`src/rtl/layer_seq_pkg.sv`:
```
// Shared definitions for the layer-1 input sequencer.
// Contents:
//   N_WORDS     pixels per frame; trans_buf depth must equal this value
//   PIX_W       pixel width shared with normalize
//   CNT_W       width of the per-frame issue counter (holds 0..N_WORDS)
//   seq_state_t sequencer FSM state encoding
package layer_seq_pkg;

  localparam int N_WORDS = 884;
  localparam int PIX_W   = 8;
  localparam int CNT_W   = $clog2(N_WORDS + 1);

  typedef enum logic [2:0] {
    IDLE,
    ISSUE,
    DRAIN,
    DONE,
    ERR
  } seq_state_t;

endpackage

```
`src/rtl/layer_seq_if.sv`:
```
// Bundle of host, source-memory and pipeline signals around layer_seq.
// Signals:
//   start, abort, frame_base          host control into the sequencer
//   busy, done, error, issued         host status out of the sequencer
//   src_avail, mem_en, mem_addr,
//   mem_rdata                         byte-wide source memory read port
//   pix_data, pix_valid               pixel stream into normalize
//   buf_valid                         trans_buf frame-complete strobe
// Modports:
//   master  the sequencer itself
//   slave   everything around it (host, memory, pipeline)
interface layer_seq_if #(
  parameter int ADDR_W = 16
);
  import layer_seq_pkg::*;

  logic              start;
  logic              abort;
  logic [ADDR_W-1:0] frame_base;
  logic              src_avail;
  logic              mem_en;
  logic [ADDR_W-1:0] mem_addr;
  logic [PIX_W-1:0]  mem_rdata;
  logic [PIX_W-1:0]  pix_data;
  logic              pix_valid;
  logic              buf_valid;
  logic              busy;
  logic              done;
  logic              error;
  logic [CNT_W-1:0]  issued;

  modport master (
    input  start, abort, frame_base, src_avail, mem_rdata, buf_valid,
    output mem_en, mem_addr, pix_data, pix_valid, busy, done, error, issued
  );

  modport slave (
    output start, abort, frame_base, src_avail, mem_rdata, buf_valid,
    input  mem_en, mem_addr, pix_data, pix_valid, busy, done, error, issued
  );

endinterface

```
`src/rtl/layer_seq.sv`:
```
// Frame sequencer for the layer-1 input pipeline (normalize -> ftof -> trans_buf).
// On start it reads N_WORDS pixels from the source memory, streams them into
// the pipeline, then waits for trans_buf to report a full frame. A watchdog
// bounds the wait and parks the block in a sticky error state if it expires.
// Ports:
//   clk    single rising-edge clock
//   rst_n  asynchronous reset, active HIGH (historical name kept)
//   bus    layer_seq_if master modport (host, memory and pipeline signals)
// Parameters:
//   ADDR_W   source memory address width; must match the interface
//   TIMEOUT  DRAIN cycles allowed before error; >= pipeline latency + 1
module layer_seq
  import layer_seq_pkg::*;
#(
  parameter int ADDR_W  = 16,
  parameter int TIMEOUT = 1024
) (
  input  logic        clk,
  input  logic        rst_n,
  layer_seq_if.master bus
);

  localparam int                WDOG_W    = $clog2(TIMEOUT + 1);
  localparam logic [CNT_W-1:0]  LAST_IDX  = CNT_W'(N_WORDS - 1);
  localparam logic [WDOG_W-1:0] WDOG_LAST = WDOG_W'(TIMEOUT - 1);

  seq_state_t        state;
  seq_state_t        state_nxt;
  logic [ADDR_W-1:0] base;
  logic [CNT_W-1:0]  idx;
  logic [WDOG_W-1:0] wdog;
  logic              pix_valid_q;
  logic              start_ok;
  logic              beat;

  // State register.
  always_ff @(posedge clk or posedge rst_n) begin
    if (rst_n) begin
      state <= IDLE;
    end else begin
      state <= state_nxt;
    end
  end

  // Next-state logic. A memory beat is issued combinationally whenever the
  // source is available in ISSUE. Abort overrides the next state but not the
  // beat of the current cycle, so that beat's pixel still reaches the pipeline.
  always_comb begin
    state_nxt = state;
    start_ok  = 1'b0;
    beat      = 1'b0;
    case (state)
      IDLE, ERR: begin
        if (bus.start) begin
          start_ok  = 1'b1;
          state_nxt = ISSUE;
        end
      end
      ISSUE: begin
        if (bus.src_avail) begin
          beat = 1'b1;
          if (idx == LAST_IDX) begin
            state_nxt = DRAIN;
          end
        end
      end
      DRAIN: begin
        // buf_valid wins over an expiring watchdog on the same cycle.
        if (bus.buf_valid) begin
          state_nxt = DONE;
        end else if (wdog == WDOG_LAST) begin
          state_nxt = ERR;
        end
      end
      DONE: begin
        state_nxt = IDLE;
      end
      default: begin
        state_nxt = IDLE;
      end
    endcase
    if (bus.abort) begin
      state_nxt = IDLE;
      start_ok  = 1'b0;
    end
  end

  // Frame base, beat index (doubles as the issued count), drain watchdog and
  // the one-cycle valid delay that matches the memory read latency.
  always_ff @(posedge clk or posedge rst_n) begin
    if (rst_n) begin
      base        <= '0;
      idx         <= '0;
      wdog        <= '0;
      pix_valid_q <= 1'b0;
    end else begin
      pix_valid_q <= beat;
      if (bus.abort) begin
        idx  <= '0;
        wdog <= '0;
      end else if (start_ok) begin
        base <= bus.frame_base;
        idx  <= '0;
        wdog <= '0;
      end else begin
        if (beat) begin
          idx <= idx + CNT_W'(1);
        end
        if (state == DRAIN) begin
          wdog <= wdog + WDOG_W'(1);
        end
      end
    end
  end

  // Address arithmetic wraps naturally at 2^ADDR_W.
  assign bus.mem_en    = beat;
  assign bus.mem_addr  = beat ? (base + ADDR_W'(idx)) : '0;
  assign bus.pix_valid = pix_valid_q;
  assign bus.pix_data  = pix_valid_q ? bus.mem_rdata : '0;
  assign bus.busy      = (state == ISSUE) || (state == DRAIN);
  assign bus.done      = (state == DONE);
  assign bus.error     = (state == ERR);
  assign bus.issued    = idx;

endmodule
```
`src/flat_wrapper.sv`:
```
// flat-port wrapper written by rule: the top's interface ports become plain ports
module layer_seq_flat import layer_seq_pkg::*;
#(
  parameter int ADDR_W  = 16,
  parameter int TIMEOUT = 1024
)
  (clk, rst_n, bus_start, bus_abort, bus_frame_base, bus_src_avail, bus_mem_rdata, bus_buf_valid, bus_mem_en, bus_mem_addr, bus_pix_data, bus_pix_valid, bus_busy, bus_done, bus_error, bus_issued);
  layer_seq_if #(.ADDR_W(ADDR_W)) bus_i ();
  input  logic clk;
  input  logic rst_n;
  input wire logic [$bits(bus_i.start)-1:0] bus_start;
  input wire logic [$bits(bus_i.abort)-1:0] bus_abort;
  input wire logic [$bits(bus_i.frame_base)-1:0] bus_frame_base;
  input wire logic [$bits(bus_i.src_avail)-1:0] bus_src_avail;
  input wire logic [$bits(bus_i.mem_rdata)-1:0] bus_mem_rdata;
  input wire logic [$bits(bus_i.buf_valid)-1:0] bus_buf_valid;
  output wire logic [$bits(bus_i.mem_en)-1:0] bus_mem_en;
  output wire logic [$bits(bus_i.mem_addr)-1:0] bus_mem_addr;
  output wire logic [$bits(bus_i.pix_data)-1:0] bus_pix_data;
  output wire logic [$bits(bus_i.pix_valid)-1:0] bus_pix_valid;
  output wire logic [$bits(bus_i.busy)-1:0] bus_busy;
  output wire logic [$bits(bus_i.done)-1:0] bus_done;
  output wire logic [$bits(bus_i.error)-1:0] bus_error;
  output wire logic [$bits(bus_i.issued)-1:0] bus_issued;
  assign bus_i.start = bus_start;
  assign bus_i.abort = bus_abort;
  assign bus_i.frame_base = bus_frame_base;
  assign bus_i.src_avail = bus_src_avail;
  assign bus_i.mem_rdata = bus_mem_rdata;
  assign bus_i.buf_valid = bus_buf_valid;
  assign bus_mem_en = bus_i.mem_en;
  assign bus_mem_addr = bus_i.mem_addr;
  assign bus_pix_data = bus_i.pix_data;
  assign bus_pix_valid = bus_i.pix_valid;
  assign bus_busy = bus_i.busy;
  assign bus_done = bus_i.done;
  assign bus_error = bus_i.error;
  assign bus_issued = bus_i.issued;
  layer_seq #(.ADDR_W(ADDR_W), .TIMEOUT(TIMEOUT)) u_core (.clk(clk), .rst_n(rst_n), .bus(bus_i));
endmodule
```
`config.mk`:
```
export PLATFORM = sky130hd
export DESIGN_NAME = layer_seq_flat
export DESIGN_NICKNAME = d
export VERILOG_FILES = /design/src/rtl/layer_seq_pkg.sv /design/src/rtl/layer_seq_if.sv /design/src/rtl/layer_seq.sv /design/src/flat_wrapper.sv
export SDC_FILE = /design/constraint.sdc
export NUM_CORES = 1
export LEC_CHECK = 0
export ABC_AREA = 1
export CORE_MARGIN = 2
export CORE_UTILIZATION = 46
export DETAILED_ROUTE_END_ITERATION = 8
export PLACE_DENSITY = 0.77
export SKIP_LAST_GASP = 1
export SLEW_MARGIN = 20
export SYNTH_ARGS = -nofsm -noshare
export SYNTH_HDL_FRONTEND = slang
export SYNTH_SLANG_ARGS = --single-unit
```
`constraint.sdc`:
```
create_clock -name clk -period 2.1 [get_ports clk]
set_input_delay 0.525 -clock clk [delete_from_list [all_inputs] [get_ports clk]]
set_output_delay 0.525 -clock clk [all_outputs]
set_load 0.02 [all_outputs]
```
==> metrics.txt, run 1 <==
Remaining Overflow, GRT 0; Worst R2R Start u_core.bus.issued[0]$_DFFE_PP0P_; Yosys top cell area share 34.2%; share of layout cells above drive strength 1 39.0%; vias post-DR 3493; Total GRT Usage 25.2%; Setup crit start u_core.base[5]$_DFFE_PP0P_; met1 usage 30.0%; IO Port Bufs 68; initial antenna violation count 0; clock share of power 12.0%; Syn Area/Cell 7.09 um2; Worst-Skew Late Latency 0.31 ns; Antenna Cells 0; number of synthesized register bits 41; Syn Nets 466; FF-to-FF End u_core.bus.issued[6]$_DFFE_PP0P_; CP Class flop to output pin; Max VDD drop 0.663 mV; drt wl/cell 15.8 um; min cycle time layout 2.55 ns; root buffer cell clkbuf_8; Max Slew Vio Count 0; most frequent cells in the layout nand2_1 (80), buf_4 (67), inv_1 (63); Slew headroom 79.8%; Max Root-Sink Buffers 2; Synth area leaders dfrtp_1 (34%), nand2_1 (13%), inv_1 (8.5%); Logic pwr share 61.4%; gpl congestion 0.905; Seq/Total Area, Yosys 34.2%; Nets 604; crit end category output pin; register share of total power 26.6%; failing checks setup timing; number of global-route vias before repair 3286; switching power 1.94 mW; fin crit share 121%; cell-internal power 2.50 mW; Detail Route Antenna Nets 0; Sw Share 43.6%; largest net degree at the start of global routing 42; PD cells 914 nW/um2; die height 84.7 um; H-tree level count 2; CTS Buf Count 5; Req. time, crit path 1.57 ns; width of the die 84.7 um; TNS Setup -4.73 ns; WL final 10.1 mm; CP Cell Sequence ha_4 > nand2_1 > nand2_1 > inv_1 > nand3_4 > nand2_2 > nand2_2 > nand2_1 > nand2_2 > nor2_4 > buf_6; run status finished with violations; CP arrival 2.02 ns; Site Rows 29; fmax 0.393 GHz; # hold bufs at CTS 0; hpwl dp 6.35 mm; I/O Pins 69; worst reg2reg path depth 10; Core Box Area 6310 um2; Fillers 432; Place WS -0.706 ns; CTS tree built; CTS sink count 41; leakage power 2.46 nW; HP Class flop to flop; cell area after synthesis 3000 um2; post-route clock skew 0.0148 ns; Final Util 77.0%; max-cap violation count 0; drt pass-1 iters 9; Worst Tran Pin Value 0.303 ns; Synth Instances 423; clock slew at reported path FFs 0.09 ns; Final Instance Area 4860 um2; max incr delay on CP 0.45 ns; initial drt markers 214; busiest grt layer met2; crit path max fanout 4; post-synthesis cell type count 41; Avg Vias per Cell 5.47; Synth area leader dfrtp_1; Slowest-stage cell, CP dfrtp_1; Worst setup SP type flop; M2 GR Usage 45.0%; Final Hold Vio Count 0; first-pass GRT wire length 14.6 mm; final worst slack -0.445 ns; layout overhead on the synthesized area 62.1%; Initial Utilization 47.5%; Die ar. 7180 um2; warnings from Yosys 0; met3 GRT Util 4.82%; commonest non-fill, non-tap cell in the layout nand2_1; r2r setup slk 0.27 ns; dpl cell area 4300 um2; hold depth 1; RSZ-0062 raised after global routing true; WHS 0.487 ns; crit path to bus_mem_addr[10]; number of remaining DRC errors 0; Final Setup Violations 15
registers in the layout, summed over array words and instances (netlist names):
signal	flops
u_core.base	16
u_core.bus.issued	10
u_core.bus.pix_valid	1
u_core.state	3
u_core.wdog	11
cell usage after synthesis (all sizes together):
cell / n
or2: 2
nand3b: 2
nor2: 68
mux2: 10
nand3: 26
xor2: 3
nor3: 9
nand2: 109
clkbuf: 1
fa: 1
nand4: 7
ha: 12
a21oi: 32
o21bai: 1
nor3b: 2
o21ai: 14
a211oi: 1
inv: 71
a21o: 1
buf: 5
xnor2: 2
a21boi: 1
dfrtp: 41
a31oi: 1
and2: 1
critical path: cells and delay by family, from the launching register on:
| kind | cells | cell delay, ns |
|---|---|---|
| DFF | 1 | 0.45 |
| adders and majority gates | 1 | 0.30 |
| buffers and inverters | 2 | 0.24 |
| and+or+nand+nor | 8 | 0.72 |
repair_timing:
item,CTS,global route
buffers inserted,12,8
pin swaps,24,12
gates resized for setup,150,57
endpoints found under the setup margin,28,20
power by group through the flow:
| stage | logic, mW | registers (mW) | clock network, mW |
|---|---|---|---|
| after floorplan | 1.26 | 1.16 | 0 |
| after global placement | 2.09 | 1.15 | 0 |
| after detailed placement | 2.14 | 1.16 | 0 |
| after CTS | 2.40 | 1.17 | 0.540 |
| after global routing | 2.92 | 1.19 | 0.577 |
| final | 2.73 | 1.18 | 0.534 |
logic make-up (layout without fill, tap and decap cells):
logic type,Yosys count,after routing,synth area share [%]
AND/OR/NAND/NOR,226,226,34.1
buffers and inverters,77,216,10.4
AO/OA/AOI/OAI,51,51,9.39
flip-flops,41,41,34.2
adder cells (fa/ha/maj),13,13,5.68
multiplexers,10,10,4.76
XOR/XNOR,5,5,1.46
how the worst min path moves through the flow:
stage,slack [ns],from,end
floorplan,0.45,u_core.wdog[3]$_DFFE_PP0P_,u_core.wdog[3]$_DFFE_PP0P_
detailed placement,0.47,u_core.wdog[3]$_DFFE_PP0P_,u_core.wdog[3]$_DFFE_PP0P_
CTS,0.49,u_core.wdog[3]$_DFFE_PP0P_,u_core.wdog[3]$_DFFE_PP0P_
finish,0.49,u_core.wdog[3]$_DFFE_PP0P_,u_core.wdog[3]$_DFFE_PP0P_
global placement,0.48,u_core.wdog[3]$_DFFE_PP0P_,u_core.wdog[3]$_DFFE_PP0P_
global route,0.54,u_core.wdog[3]$_DFFE_PP0P_,u_core.wdog[3]$_DFFE_PP0P_
per-layer routing:
layer  wire (um)  share of wire [%]
met5           0                  0
met4         471                4.7
met3         746                7.4
met2        5030                 50
met1        3870                 38
area by class of cell:
type / count / area [um2] / area share (%)
multi-input cells: 305 / 2140 / 44.0
repair buffers: 137 / 1240 / 25.5
flip-flops and latches: 41 / 1030 / 21.2
inverters: 71 / 269 / 5.54
well taps: 77 / 96.3 / 1.98
clock buffers: 5 / 68.8 / 1.42
clock inverters: 3 / 17.5 / 0.360
through the flow:
stage | power, mW | cells
finish | 4.44 | 639
global route | 4.69 | 639
CTS | 4.11 | 632
detailed placement | 3.30 | 612
global placement | 3.25 | 612
floorplan | 2.42 | 423
No activity file was read; power rests on OpenSTA's default activity.
==> run 2, diff against run 1 <==
Settings changed: ABC_CLOCK_PERIOD_IN_PS from default to 2500, CORE_MARGIN 2 to 5, CORE_UTILIZATION 46 to 51, PLACE_DENSITY 0.77 to 0.81.
Clock period 2.1 ns to 2.5 ns, I/O delays scaled along.
==> run 2 against run 1 <==
Largest power group unchanged. Sequential share of layout area is 1.4 points higher. Flip-flop and latch count stayed put. Final area is 6.7% lower. Routed wire length is 6.1% lower. Total power is 22% lower. The flow still finishes with violations (setup timing).
==> metrics.txt, run 2 (same netlist as run 1, synthesis figures left out) <==
# hold bufs at CTS 0 (unchanged); Detail Route Antenna Nets 0 (unchanged); run status finished with violations (unchanged); CP arrival 2.04 ns (was 2.02 ns); worst reg2reg path depth 9 (was 10); leakage power 2.29 nW (was 2.46 nW); crit end category output pin (unchanged); Slew headroom 63.7% (was 79.8%); crit path to bus_mem_addr[4] (was bus_mem_addr[10]); RSZ-0062 raised after global routing true (unchanged); Initial Utilization 51.5% (was 47.5%); clock slew at reported path FFs 0.09 ns (about the same); width of the die 86.7 um (was 84.7 um); fmax 0.375 GHz; CTS sink count 41 (unchanged); Antenna Cells 0 (unchanged); Worst setup SP type flop (unchanged); failing checks setup timing (unchanged); Worst Tran Pin Value 0.544 ns (was 0.303 ns); CTS Buf Count 5 (unchanged); most frequent cells in the layout nand2_1 (94), inv_1 (64), nor2_1 (57) (was nand2_1 (80), buf_4 (67), inv_1 (63)); WL final 9.50 mm (was 10.1 mm); Final Setup Violations 10 (was 15); commonest non-fill, non-tap cell in the layout nand2_1 (unchanged); die height 86.7 um (was 84.7 um); layout overhead on the synthesized area 51.3% (was 62.1%); drt wl/cell 15.3 um (was 15.8 um); min cycle time layout 2.67 ns; Final Instance Area 4540 um2 (was 4860 um2); Setup crit start u_core.bus.issued[0]$_DFFE_PP0P_ (was u_core.base[5]$_DFFE_PP0P_); final worst slack -0.168 ns (was -0.445 ns); Max VDD drop 0.606 mV (was 0.663 mV); HP Class flop to flop (unchanged); CTS tree built (unchanged); first-pass GRT wire length 14.9 mm (was 14.6 mm); Core Box Area 5820 um2 (was 6310 um2); Multi-input gate area 1980 um2 (was 2140 um2); max-cap violation count 0 (unchanged); vias post-DR 3323 (was 3493); initial antenna violation count 0 (unchanged); Reg with most FFs u_core.base (unchanged); Nets 586 (was 604); H-tree level count 2 (unchanged); Worst-Skew Late Latency 0.30 ns (was 0.31 ns); PD cells 768 nW/um2 (was 914 nW/um2); Remaining Overflow, GRT 0 (unchanged); Worst R2R Start u_core.bus.issued[1]$_DFFE_PP0P_ (was u_core.bus.issued[0]$_DFFE_PP0P_); r2r setup slk 0.78 ns (was 0.27 ns); dpl cell area 4060 um2 (was 4300 um2); post-route clock skew 0.00626 ns (was 0.0148 ns); share of layout cells above drive strength 1 29.4% (was 39.0%); Register Area 1030 um2 (about the same); Fillers 378 (was 432); Die ar. 7510 um2 (was 7180 um2); largest net degree at the start of global routing 42 (unchanged); Total GRT Usage 25.1% (was 25.2%); hpwl dp 6.23 mm (was 6.35 mm); root buffer cell clkbuf_8 (unchanged); crit path max fanout 2 (was 4); max FFs per register 16 (unchanged); number of global-route vias before repair 3267 (was 3286); initial drt markers 319 (was 214); Max Root-Sink Buffers 2 (unchanged); Req. time, crit path 1.88 ns (was 1.57 ns); Avg Vias per Cell 5.37 (was 5.47); Max Slew Vio Count 0 (unchanged); I/O Pins 69 (unchanged); Final Hold Vio Count 0 (unchanged); drt pass-1 iters 5 (was 9); CP Class flop to output pin (unchanged); FF-to-FF End u_core.bus.issued[6]$_DFFE_PP0P_ (unchanged); Tot Pwr 3.48 mW (was 4.44 mW); number of remaining DRC errors 0 (unchanged); fin crit share 107%; gpl congestion 0.885 (was 0.905); Site Rows 28 (was 29); IO Port Bufs 68 (unchanged)
==> run 2: cell types whose count changed in the layout (fill, tap and decap cells not counted), sizes merged <==
cell and delta:
inv +1, clkbuf +4, clkinv -2, clkdlybuf4s50 +12, clkinvlp -1, buf -21, dlymetal6s2s -2, dlygate4sd2 -9
==> run 2: layout make-up <==
| cell class | instances | area share [%] |
|---|---|---|
| inverter | 71 | 5.88 |
| sequential | 41 | 22.6 |
| timing repair buffer | 119 | 23.5 |
| tap | 75 | 2.07 |
| clock buffer | 7 | 2.12 |
| multi-input combinational | 305 | 43.6 |
| clock inverter | 1 | 0.193 |
==> run 2: metrics by stage <==
stage | std cells | util (%) | setup WS, ns | TNS [ns] | hold WS, ns
final | 619 | 78.0 | -0.168 | -0.897 | 0.492
after floorplan | 423 | - | 0.0237 | 0 | 0.455
after global placement | 602 | 69.8 | -0.401 | -5.97 | 0.472
after detailed placement | 602 | 69.8 | -0.424 | -6.26 | 0.482
after CTS | 614 | 74.3 | -0.172 | -0.563 | 0.494
after global routing | 619 | 78.0 | -0.242 | -2.07 | 0.543
==> run 2: worst max-delay path: stages, from the launching register on <==
cell     delay [ns]
dfrtp_1        0.36
ha_2           0.19
inv_2          0.04
fa_2           0.33
inv_2          0.10
nand3_2        0.09
nand3_4        0.09
buf_6          0.12
buf_6          0.09
xnor2_2        0.05
nor2_1         0.12
buf_4          0.16
==> run 2: worst min-delay path by stage <==
stage | endpoint | depth (start not counted) | start | slack (ns)
detailed placement | u_core.wdog[3]$_DFFE_PP0P_ | 1 | u_core.wdog[3]$_DFFE_PP0P_ | 0.48
global route | u_core.wdog[3]$_DFFE_PP0P_ | 1 | u_core.wdog[3]$_DFFE_PP0P_ | 0.54
CTS | u_core.wdog[3]$_DFFE_PP0P_ | 1 | u_core.wdog[3]$_DFFE_PP0P_ | 0.49
finish | u_core.wdog[3]$_DFFE_PP0P_ | 1 | u_core.wdog[3]$_DFFE_PP0P_ | 0.49
floorplan | u_core.wdog[3]$_DFFE_PP0P_ | 1 | u_core.wdog[3]$_DFFE_PP0P_ | 0.45
global placement | u_core.wdog[3]$_DFFE_PP0P_ | 1 | u_core.wdog[3]$_DFFE_PP0P_ | 0.47
==> run 2: power breakdown <==
| group | internal (mW) | switching, mW |
|---|---|---|
| logic | 0.938 | 1.04 |
| clock network | 0.255 | 0.251 |
| registers | 0.817 | 0.184 |
==> run 2: repair_timing <==
item                       in CTS  in global routing
setup endpoints to repair      18                 18
pin swaps                      10                 20
resized for setup              99                 60
buffers inserted                5                  7
==> run 2: layer usage <==
metal	up-vias	routed length, um	global-route usage [%]
li1	1580	-	-
met1	1539	3660	29.2
met4	0	357	10.1
met3	40	702	5.23
met2	164	4770	44.6
met5	-	0	0
==> run 3, diff against run 2 <==
Settings changed: CELL_PAD_IN_SITES_DETAIL_PLACEMENT from default to 1, CELL_PAD_IN_SITES_GLOBAL_PLACEMENT from default to 1, CORE_UTILIZATION 51 to 36, PLACE_DENSITY 0.81 to 0.79.
==> run 3 against run 2 <==
Final area is 2.0% higher. Worst hold slack better by 0.0069 ns. Worst setup slack better by 0.011 ns. Sequential power hardly changed. Clock-buffer cell count stayed put. Routed wire length is 17% higher. Flip-flop and latch count stayed put. Largest cell class unchanged. Sequential share of layout area is 0.41 points lower. The flow still finishes with violations (setup timing). Final cell count is 5.2% higher. Via count is 0.21% higher. Critical path depth stayed put. Fmax is 0.42% higher.
==> metrics.txt, run 3 (same netlist as run 1, synthesis figures left out) <==
RSZ-0062 raised after global routing true (unchanged); Initial Utilization 36.7% (was 51.5%); clock slew at reported path FFs 0.09 ns (about the same); root buffer cell clkbuf_8 (unchanged); initial drt markers 118 (was 319); Req. time, crit path 1.88 ns (about the same); TNS Setup -0.943 ns (was -0.897 ns); Avg Vias per Cell 5.12 (was 5.37); CP arrival 2.03 ns (was 2.04 ns); largest net degree at the start of global routing 42 (unchanged); Fillers 1009 (was 378); Die ar. 10300 um2 (was 7510 um2); switching power 1.50 mW (was 1.47 mW); max FFs per register 16 (unchanged); crit end category output pin (unchanged); Worst Min Path Start u_core.wdog[3]$_DFFE_PP0P_ (unchanged); failing checks setup timing (unchanged); gpl congestion 0.856 (was 0.885); drt wl/cell 17.1 um (was 15.3 um); dpl cell area 4120 um2 (was 4060 um2); Worst Tran Pin Value 0.577 ns (was 0.544 ns); Max Slew Vio Count 0 (unchanged); H-tree level count 2 (unchanged); r2r setup slk 0.71 ns (was 0.78 ns); drt pass-1 iters 4 (was 5); IO Port Bufs 68 (unchanged); Hold Crit Endpoint u_core.wdog[3]$_DFFE_PP0P_ (unchanged); Antenna Cells 0 (unchanged); leakage power 2.30 nW (was 2.29 nW); Nets 588 (was 586); Sw Share 41.6% (was 42.3%); fmax 0.376 GHz (was 0.375 GHz); Core Box Area 8180 um2 (was 5820 um2); number of cells after detailed placement 636 (was 602); Total GRT Usage 21.5% (was 25.1%); cell-internal power 2.11 mW (was 2.01 mW); CTS Buf Count 5 (unchanged); Site Rows 33 (was 28); Final Hold Vio Count 0 (unchanged); width of the die 101 um (was 86.7 um); worst reg2reg path depth 9 (unchanged); vias post-DR 3330 (was 3323); Detail Route Antenna Nets 0 (unchanged); share of layout cells above drive strength 1 31.1% (was 29.4%); non-filler instance count after layout 651 (was 619); max-cap violation count 0 (unchanged); I/O Pins 69 (unchanged); Slew headroom 61.5% (was 63.7%); FF-to-FF End u_core.bus.issued[6]$_DFFE_PP0P_ (unchanged); run status finished with violations (unchanged); register share of total power 27.7% (was 28.7%); WL final 11.1 mm (was 9.50 mm); die height 101 um (was 86.7 um); Worst setup SP type flop (unchanged); commonest non-fill, non-tap cell in the layout nand2_1 (unchanged); Logic pwr share 56.0% (was 56.7%); hpwl dp 7.78 mm (was 6.23 mm); number of remaining DRC errors 0 (unchanged); fin crit share 106% (was 107%); Setup crit start u_core.base[0]$_DFFE_PP0P_ (was u_core.bus.issued[0]$_DFFE_PP0P_); Worst-Skew Late Latency 0.30 ns (about the same); Final Setup Violations 12 (was 10); CP Class flop to output pin (unchanged); Final Instance Area 4620 um2 (was 4540 um2); hold depth 1 (unchanged); Max VDD drop 0.381 mV (was 0.606 mV); post-route clock skew 0.00517 ns (was 0.00626 ns); Reg with most FFs u_core.base (unchanged); clock share of power 16.3% (was 14.5%); first-pass GRT wire length 17.5 mm (was 14.9 mm); Max Root-Sink Buffers 2 (unchanged); CTS sink count 41 (unchanged); most frequent cells in the layout nand2_1 (89), inv_1 (64), buf_4 (55) (was nand2_1 (94), inv_1 (64), nor2_1 (57)); Worst R2R Start u_core.bus.issued[1]$_DFFE_PP0P_ (unchanged); crit path max fanout 3 (was 2); number of global-route vias before repair 3575 (was 3267); Remaining Overflow, GRT 0 (unchanged); HP Class flop to flop (unchanged); CTS tree built (unchanged); min cycle time layout 2.66 ns (was 2.67 ns); WHS 0.499 ns (was 0.492 ns); initial antenna violation count 0 (unchanged); final worst slack -0.157 ns (was -0.168 ns); layout overhead on the synthesized area 54.3% (was 51.3%); PD cells 780 nW/um2 (was 768 nW/um2)
run 3: cell count changes in the layout (fill, tap and decap cells not counted), sizes merged:
cell | previous run | this run
buf | 65 | 66
clkbuf | 10 | 9
inv | 72 | 71
clkdlybuf4s15 | 0 | 1
clkdlybuf4s50 | 49 | 50
bufinv | 0 | 1
run 3: repair_timing:
| item | CTS | global route |
|---|---|---|
| hold buffers | 0 | 0 |
| resized for setup | 113 | 48 |
| pin swaps | 14 | 15 |
| setup endpoints to repair | 18 | 19 |
| buffers inserted | 4 | 4 |
run 3: worst max-delay path by stage:
stage                  endpoint  slack (ns)  depth (start not counted)
3_3_place_gp   bus_mem_addr[13]       -0.43                          7
5_1_grt        bus_mem_addr[12]       -0.29                         11
6_report       bus_mem_addr[12]       -0.16                         11
3_5_place_dp   bus_mem_addr[11]       -0.46                          7
2_1_floorplan   bus_mem_addr[8]        0.02                         10
4_1_cts        bus_mem_addr[12]       -0.14                         11
run 3: routing by layer:
metal	wire length [um]	global-route usage, %	up-vias
met4	155	5.32	0
met3	496	3.31	17
met2	5930	40.2	83
li1	-	-	1581
met1	4520	25.5	1649
met5	0	0	-
run 3: power by group through the flow:
stage	logic, mW	clock network (mW)	registers [mW]
floorplan	0.963	0	0.944
detailed placement	1.71	0	0.974
CTS	1.87	0.596	0.993
global placement	1.65	0	0.963
global route	2.20	0.624	1.02
finish	2.02	0.588	0.999
run 3: final cells by class:
type / instances / area [um2] / area share (%)
clock buffers: 7 / 86.3 / 1.87
well taps: 105 / 131 / 2.84
inverters: 71 / 267 / 5.76
multi-input cells: 305 / 2010 / 43.4
flip-flops and latches: 41 / 1030 / 22.2
repair buffers: 121 / 1080 / 23.3
clock inverters: 1 / 30.0 / 0.649
run 3: through the flow:
step / setup slack [ns] / utilization, % / power, mW
final: -0.157 / 56.6 / 3.61
after global routing: -0.290 / 56.6 / 3.84
after CTS: -0.139 / 54.4 / 3.46
after detailed placement: -0.458 / 50.4 / 2.68
after global placement: -0.430 / 50.4 / 2.61
after floorplan: 0.0237 / - / 1.91
run 3: worst max-delay path: stages (launching register included):
cell	delay [ns]
dfrtp_1	0.39
ha_2	0.21
inv_2	0.04
fa_2	0.34
inv_2	0.09
nand3_2	0.09
nand3_4	0.10
nand3_2	0.08
nand4_1	0.10
nand2_1	0.07
nor2_2	0.10
buf_6	0.12
